### src/rtl/adder_rca_core.sv
`default_nettype none
// ============================================================================
// Module      : adder_rca_core
// Description : Clocked ripple-carry adder. Registers {carry_out, sum} of
//               x + y + carry_in over w-bit operands. Subtraction is done by
//               the parent presenting ~y with carry_in = 1.
//               Optional macro ADDER_RCA_OVERFLOW_EN adds a registered
//               signed-overflow output (c[w] ^ c[w-1]).
// Revision    : 1.0 - initial release
// ============================================================================
module adder_rca_core #(
    parameter int w = 9
) (
    input  logic         clk,
    input  logic         rst,
    input  logic [w-1:0] x,
    input  logic [w-1:0] y,
    input  logic         carry_in,
    output logic [w-1:0] sum,
    output logic         carry_out
`ifdef ADDER_RCA_OVERFLOW_EN
    ,
    output logic         overflow
`endif
);

    // Carry chain: w_c[0] is carry_in, w_c[i+1] is the carry out of stage i.
    logic [w:0]   w_c;
    logic [w-1:0] w_s;

    assign w_c[0] = carry_in;

    // One full adder per bit; carry ripples strictly from stage i to i+1.
    generate
        for (genvar i = 0; i < w; i++) begin : g_stage
            assign w_s[i]   = x[i] ^ y[i] ^ w_c[i];
            assign w_c[i+1] = (x[i] & y[i]) | (w_c[i] & (x[i] ^ y[i]));
        end
    endgenerate

    logic [w-1:0] sum_d;
    logic [w-1:0] sum_q;
    logic         carry_out_d;
    logic         carry_out_q;

    // Next-state values for the result register, taken straight off the chain.
    always_comb begin
        sum_d       = w_s;
        carry_out_d = w_c[w];
    end

    // Result register; reset wins over any operands sampled on the same edge.
    always_ff @(posedge clk) begin
        if (rst) begin
            sum_q       <= '0;
            carry_out_q <= 1'b0;
        end else begin
            sum_q       <= sum_d;
            carry_out_q <= carry_out_d;
        end
    end

    assign sum       = sum_q;
    assign carry_out = carry_out_q;

`ifdef ADDER_RCA_OVERFLOW_EN
    logic overflow_d;
    logic overflow_q;

    // Signed overflow: carry into the MSB differs from carry out of it.
    // For w = 1 the tap w_c[w-1] is carry_in itself.
    always_comb begin
        overflow_d = w_c[w] ^ w_c[w-1];
    end

    // Overflow register, aligned with the sum register.
    always_ff @(posedge clk) begin
        if (rst) begin
            overflow_q <= 1'b0;
        end else begin
            overflow_q <= overflow_d;
        end
    end

    assign overflow = overflow_q;
`endif

endmodule
`default_nettype wire

### config.mk
export PLATFORM = sky130hd
export DESIGN_NAME = adder_rca_core
export DESIGN_NICKNAME = d
export VERILOG_FILES = /design/src/rtl/adder_rca_core.sv
export SDC_FILE = /design/constraint.sdc
export NUM_CORES = 1
export LEC_CHECK = 0
export BUFFER_PORTS_ARGS = -buffer_cell sky130_fd_sc_hd__clkbuf_2
export CAP_MARGIN = 5
export CORE_AREA = 3 3 40 42
export DETAILED_ROUTE_END_ITERATION = 12
export DIE_AREA = 0 0 43 45
export GPL_ROUTABILITY_DRIVEN = 0
export GPL_TIMING_DRIVEN = 0
export HOLD_SLACK_MARGIN = 0.02
export PLACE_DENSITY = 0.71
export REMOVE_ABC_BUFFERS = 1
export SETUP_SLACK_MARGIN = 0.3
export SLEW_MARGIN = 20
export SYNTH_ARGS = -nofsm -noshare
export SYNTH_HDL_FRONTEND = slang
export SYNTH_SLANG_ARGS = --single-unit
### constraint.sdc
create_clock -name clk -period 4.5 [get_ports clk]
set_clock_uncertainty 0.1 [all_clocks]
set_input_delay 0.45 -clock clk [delete_from_list [all_inputs] [get_ports clk]]
set_output_delay 0.45 -clock clk [all_outputs]
set_load 0.005 [all_outputs]
Word level (Yosys, flattened, before mapping)
Index checks and enable logic that the tools add are counted.
{"block": "totals", "reg_bits": 10}
{"block": "op_classes", "bitwise": 45}
{"operator": "$and 1x1->1", "n": 18}
{"operator": "$xor 1x1->1", "n": 18}
{"operator": "$or 1x1->1", "n": 9}

Logic depth before layout (Yosys ltp)
Gate-level depths: netlist of run 1.
{"block": "depth", "word_depth": 19, "depth_mapped": 13}

Worst setup path before layout of run 1
No wires, ideal clock.
{"block": "synth_timing", "path_kind": "input to register", "startpoint": "input y[0]", "endpoint": "register sum_q[8] (netlist: sum[8])", "setup_time_ns": 0.064, "t_arrival_ns": 3.894, "path_slack_ns": 0.442, "cell_stages": 13, "path_buffers": 0, "cell_sequence": "fa_1 -> inv_1 -> fa_1 -> inv_1 -> fa_1 -> fa_1 -> fa_1 -> fa_1 -> fa_1 -> fa_1 -> inv_1 -> fa_1 -> nor2_1"}
{"block": "synth_via", "elab_chain_cells": 18, "word_cells_on_any_way": 19, "classes_between": "bitwise: 19"}
{"element": "from (decl)", "line": "17", "source": "input logic [w-1:0] y,"}
{"element": "$xor 1x1->1", "line": "37", "source": "assign w_c[i+1] = (x[i] & y[i]) | (w_c[i] & (x[i] ^ y[i]));"}
{"element": "$and 1x1->1", "line": "37"}
{"element": "$or 1x1->1 (*)", "line": "37"}
{"element": "$and 1x1->1 (*)", "line": "37"}
{"element": "$or 1x1->1 (*)", "line": "37"}
{"element": "$and 1x1->1 (*)", "line": "37"}
{"element": "$or 1x1->1 (*)", "line": "37"}
{"element": "$and 1x1->1 (*)", "line": "37"}
{"element": "(+2 left out)"}
{"element": "$or 1x1->1 (*)", "line": "37"}
{"element": "$and 1x1->1 (*)", "line": "37"}
{"element": "$or 1x1->1 (*)", "line": "37"}
{"element": "$and 1x1->1 (*)", "line": "37"}
{"element": "$or 1x1->1 (*)", "line": "37"}
{"element": "$and 1x1->1 (*)", "line": "37"}
{"element": "$or 1x1->1 (*)", "line": "37"}
{"element": "$xor 1x1->1 (*)", "line": "36", "source": "assign w_s[i] = x[i] ^ y[i] ^ w_c[i];"}
{"element": "to (signal assigned)", "line": "58", "source": "sum_q <= sum_d;"}
{"element": "to (decl)", "line": "42", "source": "logic [w-1:0] sum_q;"}
Mark *: on every way between the ends. The rest lies on a longest branch, timed or not.
A chain may end at the register's enable or synchronous reset.

Worst setup path in the final report of run 1
Same ends and word-level chain as after synthesis.

==> out/results.tsv, run 1 <==
metric	value	unit
status	completed	
Rows	13	
die width	43	um
Switching Share	0.2472	
pin count of the biggest net entering global routing	11	
VDD IR-drop max	185.9	uV
post-route ant nets	0	
Sink Count	10	
multi-input gate area in the final layout	257.7	um^2
drt pass-1 iters	2	
htree depth	1	
I/O pin count	31	
die area	0.001935	mm^2
max_cap viols	0	
period utilization	0.8933	
Int Power	177.7	uW
Hold Path Class	in -> reg	
DR iter-0 viols	1	
core area	0.001285	mm^2
Final min period	4.020	ns
Area after DPL	653.1	um^2
sequential area share after synthesis	0.4040	
Starting Density	0.3856	
TritonCTS clock tree	yes	
post-synthesis sequential element count	10	
Root Driver	clkbuf_4	
diodes inserted	0	
layout cells sized above 1	0.5857	
CTS clk-pin slew, worst paths	0.07	ns
CP arrival	4.12	ns
synth warn	0	
GRT Residual Overflow	0	
synthesized area per cell	13.39	um^2
Gate power share	0.213	
number of I/O port buffers	30	
worst-margin pin slew	0.3168	ns
CTS buffer count	3	
Fin Setup TNS	0	ns
DR WL/cell	9.588	um
CTS max path bufs	2	
worst-path fanout max	1	
Post-Layout Inst Area	689.4	um^2
critical path type	in -> reg	
cell area after synthesis	495.5	um^2
register area	200.2	um^2
Crit. End Element	flop	
Synth cell types	7	
clock network power share	0.357	
Fill cells	125	
Setup Fix Bufs, Post-CTS	0	
Setup crit start kind	primary input	
cts hold-fix bufs	0	
gr usage total	0.1057	
Area growth, synth to finish	39.14	%
final setup fails	0	
DIE HEIGHT	45	um
vias per cell	4.024	
first-pass GRT wire length	1.428	mm
leakage power	0.3669	nW
vias in the first global route	365	
post-layout util	0.5365	
RSZ-0062 raised after global routing	no	
final WL	815	um
# DRC	0	
post-cts sizing count	0	
Hold Crit Depth	3	
# nets final	101	
initial antenna violation count	0	
Crit path required time	4.60	ns
Post-Syn Instances	37	
pwr/cell area	342.4	mW/mm^2
Psw	58.35	uW
Max Slew Vio Count	0	
DR vias	342	
Rel. slew slack	0.7888	
Max Clk Rate	248.8	MHz
final hold viol count	0	
Reg power frac	0.431	
-- worst paths after layout --
kind     start      to  slack, ns
max       y[0]  sum[8]       0.48
min   carry_in  sum[0]       0.45
-- routing by layer --
layer,vias up,part of all wire,GRT usage
met5,-,0,0
met4,0,0.0074,0.09036
met3,2,0.11,0.03187
met2,17,0.54,0.1826
met1,153,0.34,0.1033
li1,170,-,-
-- cell usage in the layout (no fill, tap or decap) --
cell type  Yosys  final
clkbuf_2       0     30
dfxtp_1       10     10
fa_1           9      9
inv_1          7      7
nor2b_2        6      6
nor2_1         3      3
clkbuf_4       0      3
nor2b_4        1      1
clkbuf_8       0      1
-- logic make-up after synthesis --
| family | synth area share |
|---|---|
| fa+ha+maj | 0.3636 |
| buf+inv | 0.07577 |
| flops | 0.4040 |
| simple gates | 0.1566 |
-- cell usage after synthesis, drive strengths merged --
| library cell | instances | share of area |
|---|---|---|
| fa | 9 | 0.36 |
| buf | 1 | 0.023 |
| nor2 | 3 | 0.023 |
| nor2b | 7 | 0.13 |
| inv | 7 | 0.053 |
| dfxtp | 10 | 0.40 |
-- cell type report --
type                            instances  area share
Multi-Input combinational cell         19      0.3739
Sequential cell                        10      0.2904
Timing Repair Buffer                   30      0.2178
Clock buffer                            4     0.05263
Inverter                                7     0.03811
Tap cell                               15     0.02722
-- registers in the layout, summed over array words and instances, names as in the netlist --
signal and flops:
sum 9, carry_out 1
-- worst max-delay path, cell delays in order --
cell and delay (ns):
clkbuf_2 0.09, fa_1 0.41, inv_1 0.07, fa_1 0.16, inv_1 0.05, fa_1 0.38, fa_1 0.39, fa_1 0.38
fa_1 0.38, fa_1 0.40, fa_1 0.37, inv_1 0.08, fa_1 0.40, nor2_1 0.10
-- stage by stage --
step           hold WS, ns  power, mW  instances  worst slack [ns]
2_1_floorplan       0.4143     0.1287         36            0.4422
3_5_place_dp        0.7227     0.1558         81            0.1714
5_1_grt             0.4696     0.2542         85            0.3063
4_1_cts             0.4400     0.2407         85            0.4556
6_report            0.4482     0.2360         85            0.4802
3_3_place_gp        0.7194     0.1540         81            0.2076
-- power by group through the flow --
stage | Clock (mW) | Sequential (mW) | Combinational (mW)
finish | 0.0842 | 0.102 | 0.0502
global route | 0.0918 | 0.103 | 0.0595
CTS | 0.0869 | 0.102 | 0.0520
detailed placement | 0 | 0.104 | 0.0518
global placement | 0 | 0.104 | 0.0503
floorplan | 0 | 0.106 | 0.0229
Power figures use the tool's default switching activity.
==> run 2: changes to the inputs <==
- clock period: 4.5 -> 4.4 ns (I/O delays scaled with it)
==> run 2 against run 1 <==
Routed wire length increased by 0.12%. Largest power group unchanged. Total power increased by 2.5%. Utilization increased by 0.39 points. Final cell count unchanged. Sequential power about the same. Critical path depth unchanged. Sequential cell count unchanged. Count of clock-buffer cells in the layout unchanged. Hold slack got worse by 0.010 ns.
==> out/results.tsv, run 2 (synthesis gave the netlist of run 1 again) <==
metric	value	unit	change
Rel. slew slack	0.7888		about the same
max reg flops	9		unchanged
CP arrival	4.02	ns	was 4.12 ns
Int Power	182.0	uW	was 177.7 uW
number of I/O port buffers	30		unchanged
worst-path fanout max	1		unchanged
Reg power frac	0.430		was 0.431
# DRC	0		unchanged
worst-margin pin slew	0.3168	ns	about the same
gr usage total	0.1057		unchanged
vias in the first global route	365		unchanged
GRT Residual Overflow	0		unchanged
CTS max path bufs	2		unchanged
DIE HEIGHT	45	um	unchanged
pin count of the biggest net entering global routing	11		unchanged
TritonCTS clock tree	yes		unchanged
final WL	816	um	was 815 um
Root Driver	clkbuf_4		unchanged
clock network power share	0.356		was 0.357
Fill cells	124		was 125
post-route ant nets	0		unchanged
# nets final	101		unchanged
Setup Fix Bufs, Post-CTS	0		unchanged
Non-Filler Instances	85		unchanged
Crit. End Element	flop		unchanged
most frequent cells in the layout	30 x clkbuf_2, 10 x dfxtp_1, 7 x inv_1, 7 x fa_1, 6 x nor2b_2		was 30 x clkbuf_2, 10 x dfxtp_1, 9 x fa_1
Switching Share	0.2475		was 0.2472
Psw	59.87	uW	was 58.35 uW
Final min period	3.918	ns	
DR vias	342		unchanged
Setup crit start kind	primary input		unchanged
Post-Place Cells	81		unchanged
status	completed		unchanged
Rows	13		unchanged
die width	43	um	unchanged
core area	0.001285	mm^2	unchanged
initial antenna violation count	0		unchanged
pwr/cell area	348.4	mW/mm^2	was 342.4 mW/mm^2
Sink Count	10		unchanged
period utilization	0.8905		
layout cells sized above 1	0.6143		was 0.5857
Crit path required time	4.50	ns	was 4.60 ns
first-pass GRT wire length	1.428	mm	unchanged
Max Slew Vio Count	0		unchanged
Area growth, synth to finish	40.15	%	was 39.14%
DR iter-0 viols	1		unchanged
Hold Path Class	in -> reg		unchanged
leakage power	0.3652	nW	was 0.3669 nW
Overall Power	241.9	uW	was 236.0 uW
Starting Density	0.3856		unchanged
CTS clk-pin slew, worst paths	0.07	ns	about the same
diodes inserted	0		unchanged
max_cap viols	0		unchanged
post-cts sizing count	0		unchanged
drt pass-1 iters	2		unchanged
final setup fails	0		unchanged
die area	0.001935	mm^2	unchanged
Fin Setup TNS	0	ns	unchanged
RSZ-0062 raised after global routing	no		unchanged
critical path type	in -> reg		unchanged
vias per cell	4.024		unchanged
Max Clk Rate	255.2	MHz	
DR WL/cell	9.600	um	was 9.588 um
commonest non-fill, non-tap cell in the layout	clkbuf_2		unchanged
CTS buffer count	3		unchanged
htree depth	1		unchanged
Gate power share	0.214		was 0.213
I/O pin count	31		unchanged
VDD IR-drop max	190.9	uV	was 185.9 uV
cts hold-fix bufs	0		unchanged
final hold viol count	0		unchanged
==> run 2: cell counts in the layout (fill, tap and decap cells not counted) <==
Identical to the previous run, type by type.
==> run 2: path summary, 6_finish.rpt <==
path	start	end	slack (ns)	cells past startpoint
worst min-delay path	carry_in	sum[0]	0.44	3
worst max-delay path	y[0]	sum[8]	0.48	14
==> run 2: layout make-up <==
class	instances	area, um^2	area share
repair buffers	30	150.1	0.2162
clock buffers	4	36.28	0.05225
inverters	7	26.28	0.03784
well taps	15	18.77	0.02703
flip-flops and latches	10	200.2	0.2883
multi-input cells	19	262.8	0.3784
==> run 2: power by group through the flow <==
stage / registers (mW) / logic (mW) / clock network [mW]
after CTS: 0.104 / 0.0532 / 0.0889
after global placement: 0.106 / 0.0515 / 0
after detailed placement: 0.106 / 0.0530 / 0
after global routing: 0.105 / 0.0617 / 0.0939
final: 0.104 / 0.0518 / 0.0861
after floorplan: 0.108 / 0.0234 / 0
==> run 2: critical path, cell delays in order <==
cell and delay, ns:
clkbuf_2 0.09, fa_1 0.41, inv_1 0.07, fa_1 0.16, inv_1 0.05, fa_1 0.39, fa_2 0.35, fa_1 0.38
fa_1 0.39, fa_2 0.35, fa_1 0.36, inv_1 0.08, fa_1 0.40, nor2_1 0.10
==> run 2: metrics by stage <==
stage | util | instance area (um^2) | hold slack (ns) | worst slack [ns]
2_1_floorplan | - | 484.2 | 0.4043 | 0.3522
3_3_place_gp | 0.5083 | 653.1 | 0.7094 | 0.1176
3_5_place_dp | 0.5083 | 653.1 | 0.7127 | 0.08136
4_1_cts | 0.5365 | 689.4 | 0.4300 | 0.3656
5_1_grt | 0.5404 | 694.4 | 0.4597 | 0.3216
6_report | 0.5404 | 694.4 | 0.4382 | 0.4816
==> run 2: layer usage <==
metal / global-route usage / up-vias / part of all wire / wire length (um)
met2: 0.1826 / 17 / 0.54 / 438
li1: - / 170 / - / -
met5: 0 / - / 0 / 0
met3: 0.03187 / 2 / 0.11 / 90
met1: 0.1033 / 153 / 0.34 / 281
met4: 0.09036 / 0 / 0.0074 / 6
==> run 3: changes to the inputs <==
- ABC_AREA: not set -> 1
- CORE_AREA: 3 3 40 42 -> 5 5 42 44
- DIE_AREA: 0 0 43 45 -> 0 0 47 49
- PLACE_DENSITY: 0.71 -> 0.7
==> run 3 against run 2 <==
Sequential power about the same. Routed wire length up 0.98%. Critical endpoint unchanged. Critical path depth unchanged. Combinational power down 2%. Largest power group unchanged.
==> out/results.tsv, run 3 <==
metric	value	unit	change
pwr/cell area	341.3	mW/mm^2	was 348.4 mW/mm^2
htree depth	1		unchanged
Rows	14		was 13
CP arrival	4.00	ns	was 4.02 ns
die width	47	um	was 43 um
I/O pin count	31		unchanged
drt pass-1 iters	4		was 2
max reg flops	9		unchanged
TritonCTS clock tree	yes		unchanged
critical path type	in -> reg		unchanged
synthesized area per cell	10.95	um^2	was 13.39 um^2
gr usage total	0.08369		was 0.1057
Post-Place Cells	89		was 81
first-pass GRT wire length	1.366	mm	was 1.428 mm
post-synthesis sequential element count	10		unchanged
number of synthesized flops with an enable pin	0		unchanged
final hold viol count	0		unchanged
VDD IR-drop max	155.0	uV	was 190.9 uV
period utilization	0.8871		was 0.8905
post-layout util	0.4866		was 0.5404
Setup WS pre-CTS	0.1250	ns	was 0.08136 ns
Hold Path Class	in -> reg		unchanged
diodes inserted	0		unchanged
Max Slew Vio Count	0		unchanged
leakage power	0.3897	nW	was 0.3652 nW
Fin Setup TNS	0	ns	unchanged
Overall Power	232.7	uW	was 241.9 uW
DIE HEIGHT	49	um	was 45 um
Worst Slack Setup Final	0.4967	ns	was 0.4816 ns
Crit path required time	4.49	ns	was 4.50 ns
DR iter-0 viols	3		was 1
status	completed		unchanged
Final min period	3.903	ns	was 3.918 ns
sequential area share after synthesis	0.4156		was 0.4040
CP Launch Point	y[0]		unchanged
Sink Count	10		unchanged
CTS max path bufs	2		unchanged
synth warn	0		unchanged
# DRC	0		unchanged
worst-path fanout max	1		unchanged
crit path capture	sum[8]		unchanged
die area	0.002303	mm^2	was 0.001935 mm^2
Fill cells	145		was 124
Rel. slew slack	0.8728		was 0.7888
Final HPWL DP	774.8	um	
RSZ-0062 raised after global routing	no		unchanged
core area	0.001401	mm^2	was 0.001285 mm^2
initial antenna violation count	0		unchanged
layout cells sized above 1	0.4675		was 0.6143
CTS clk-pin slew, worst paths	0.06	ns	was 0.07 ns
vias in the first global route	378		was 365
GRT Residual Overflow	0		unchanged
# nets final	108		was 101
cell area after synthesis	481.7	um^2	was 495.5 um^2
Non-Filler Instances	93		was 85
CTS buffer count	3		unchanged
DR WL/cell	8.860	um	was 9.600 um
ys async rst share	0		unchanged
post-route ant nets	0		unchanged
worst-margin pin slew	0.1907	ns	was 0.3168 ns
Crit. End Element	flop		unchanged
max_cap viols	0		unchanged
most frequent cell after synthesis	inv_1		was dfxtp_1
final setup fails	0		unchanged
Max Clk Rate	256.2	MHz	was 255.2 MHz
Setup crit start kind	primary input		unchanged
Area growth, synth to finish	41.56	%	was 40.15%
Synth cell types	5		was 7
pin count of the biggest net entering global routing	11		unchanged
Synth area leader	dfxtp_1		unchanged
number of I/O port buffers	30		unchanged
commonest non-fill, non-tap cell in the layout	clkbuf_2		unchanged
Synth top cells by count	14 x inv_1, 10 x dfxtp_1, 10 x nor2_1, 9 x fa_1, 1 x buf_6		was 10 x dfxtp_1, 9 x fa_1, 7 x inv_1, 6 x nor2b_2, 3 x nor2_1
most frequent cells in the layout	30 x clkbuf_2, 14 x inv_1, 10 x nor2_1, 10 x dfxtp_1, 7 x fa_1		was 30 x clkbuf_2, 10 x dfxtp_1, 7 x inv_1, 7 x fa_1, 6 x nor2b_2
Starting Density	0.3438		was 0.3856
synth top area cells	dfxtp_1 42%, fa_1 37%, inv_1 11%		was dfxtp_1 40%, fa_1 36%, nor2b_2 11%
Root Driver	clkbuf_4		unchanged
Setup Fix Bufs, Post-CTS	0		unchanged
vias per cell	3.753		was 4.024
Post-synth top flop	dfxtp_1		unchanged
final WL	824	um	was 816 um
Post-Syn Instances	44		was 37
DR vias	349		was 342
top cell type's share of synthesized area	0.4156		was 0.4040
## run 3: changes by cell type in the layout (fill, tap and decap cells not counted)
cell / change
inv_1: +7
nor2_1: +7
nor2b_2: -6
nor2b_4: -1
## run 3: how the worst min path moves through the flow
stage	start	endpoint	slack, ns	cells past startpoint
after floorplan	rst	carry_out	0.41	1
after global placement	rst	sum[8]	0.63	2
after CTS	rst	sum[1]	0.37	2
after detailed placement	rst	sum[8]	0.63	2
final	rst	sum[1]	0.38	2
after global routing	rst	sum[6]	0.38	2
## run 3: power by group
part	internal (mW)	leakage, nW	switching, mW	total [mW]
Clock	0.0501	0.0210	0.0278	0.0779
Combinational	0.0259	0.285	0.0249	0.0507
Sequential	0.102	0.0834	0.00240	0.104
Total	0.178	0.390	0.0551	0.233
## run 3: cell type report
cell class / instances / area (um^2) / share of cell area
Tap cell: 16 / 20.02 / 0.02936
Inverter: 14 / 52.55 / 0.07706
Sequential cell: 10 / 200.2 / 0.2936
Multi-Input combinational cell: 19 / 222.7 / 0.3266
Timing Repair Buffer: 30 / 150.1 / 0.2202
Clock buffer: 4 / 36.28 / 0.05321
## run 3: through the flow
stage	hold WS (ns)	instance area [um^2]
2_1_floorplan	0.4067	470.5
3_3_place_gp	0.6333	640.6
3_5_place_dp	0.6342	640.6
4_1_cts	0.3666	676.9
5_1_grt	0.3818	681.9
6_report	0.3794	681.9
## run 3: worst max-delay path: stages
cell and delay (ns):
clkbuf_2 0.09, fa_1 0.40, inv_1 0.07, fa_1 0.15, inv_1 0.05, fa_1 0.38, fa_2 0.35, fa_1 0.39
fa_2 0.35, fa_1 0.39, fa_1 0.37, inv_1 0.07, fa_1 0.40, nor2_1 0.08
## run 3: layer usage
metal  up-vias  share of wire  GRT usage
met2        17           0.53     0.1290
li1        183              -          -
met4         0              0    0.06912
met1       149           0.37    0.09700
met5         -              0          0
met3         0          0.096    0.01107
## run 3: kinds of logic after synthesis
group	share of synthesized area
simple gates	0.07793
flops	0.4156
buf+inv	0.1325
fa+ha+maj	0.3740
## run 3: repair_timing
| action | in CTS | in global routing |
|---|---|---|
| hold buffers | 0 | 0 |
| endpoints found under the setup margin | 0 | 1 |
| resized for setup | 0 | 2 |
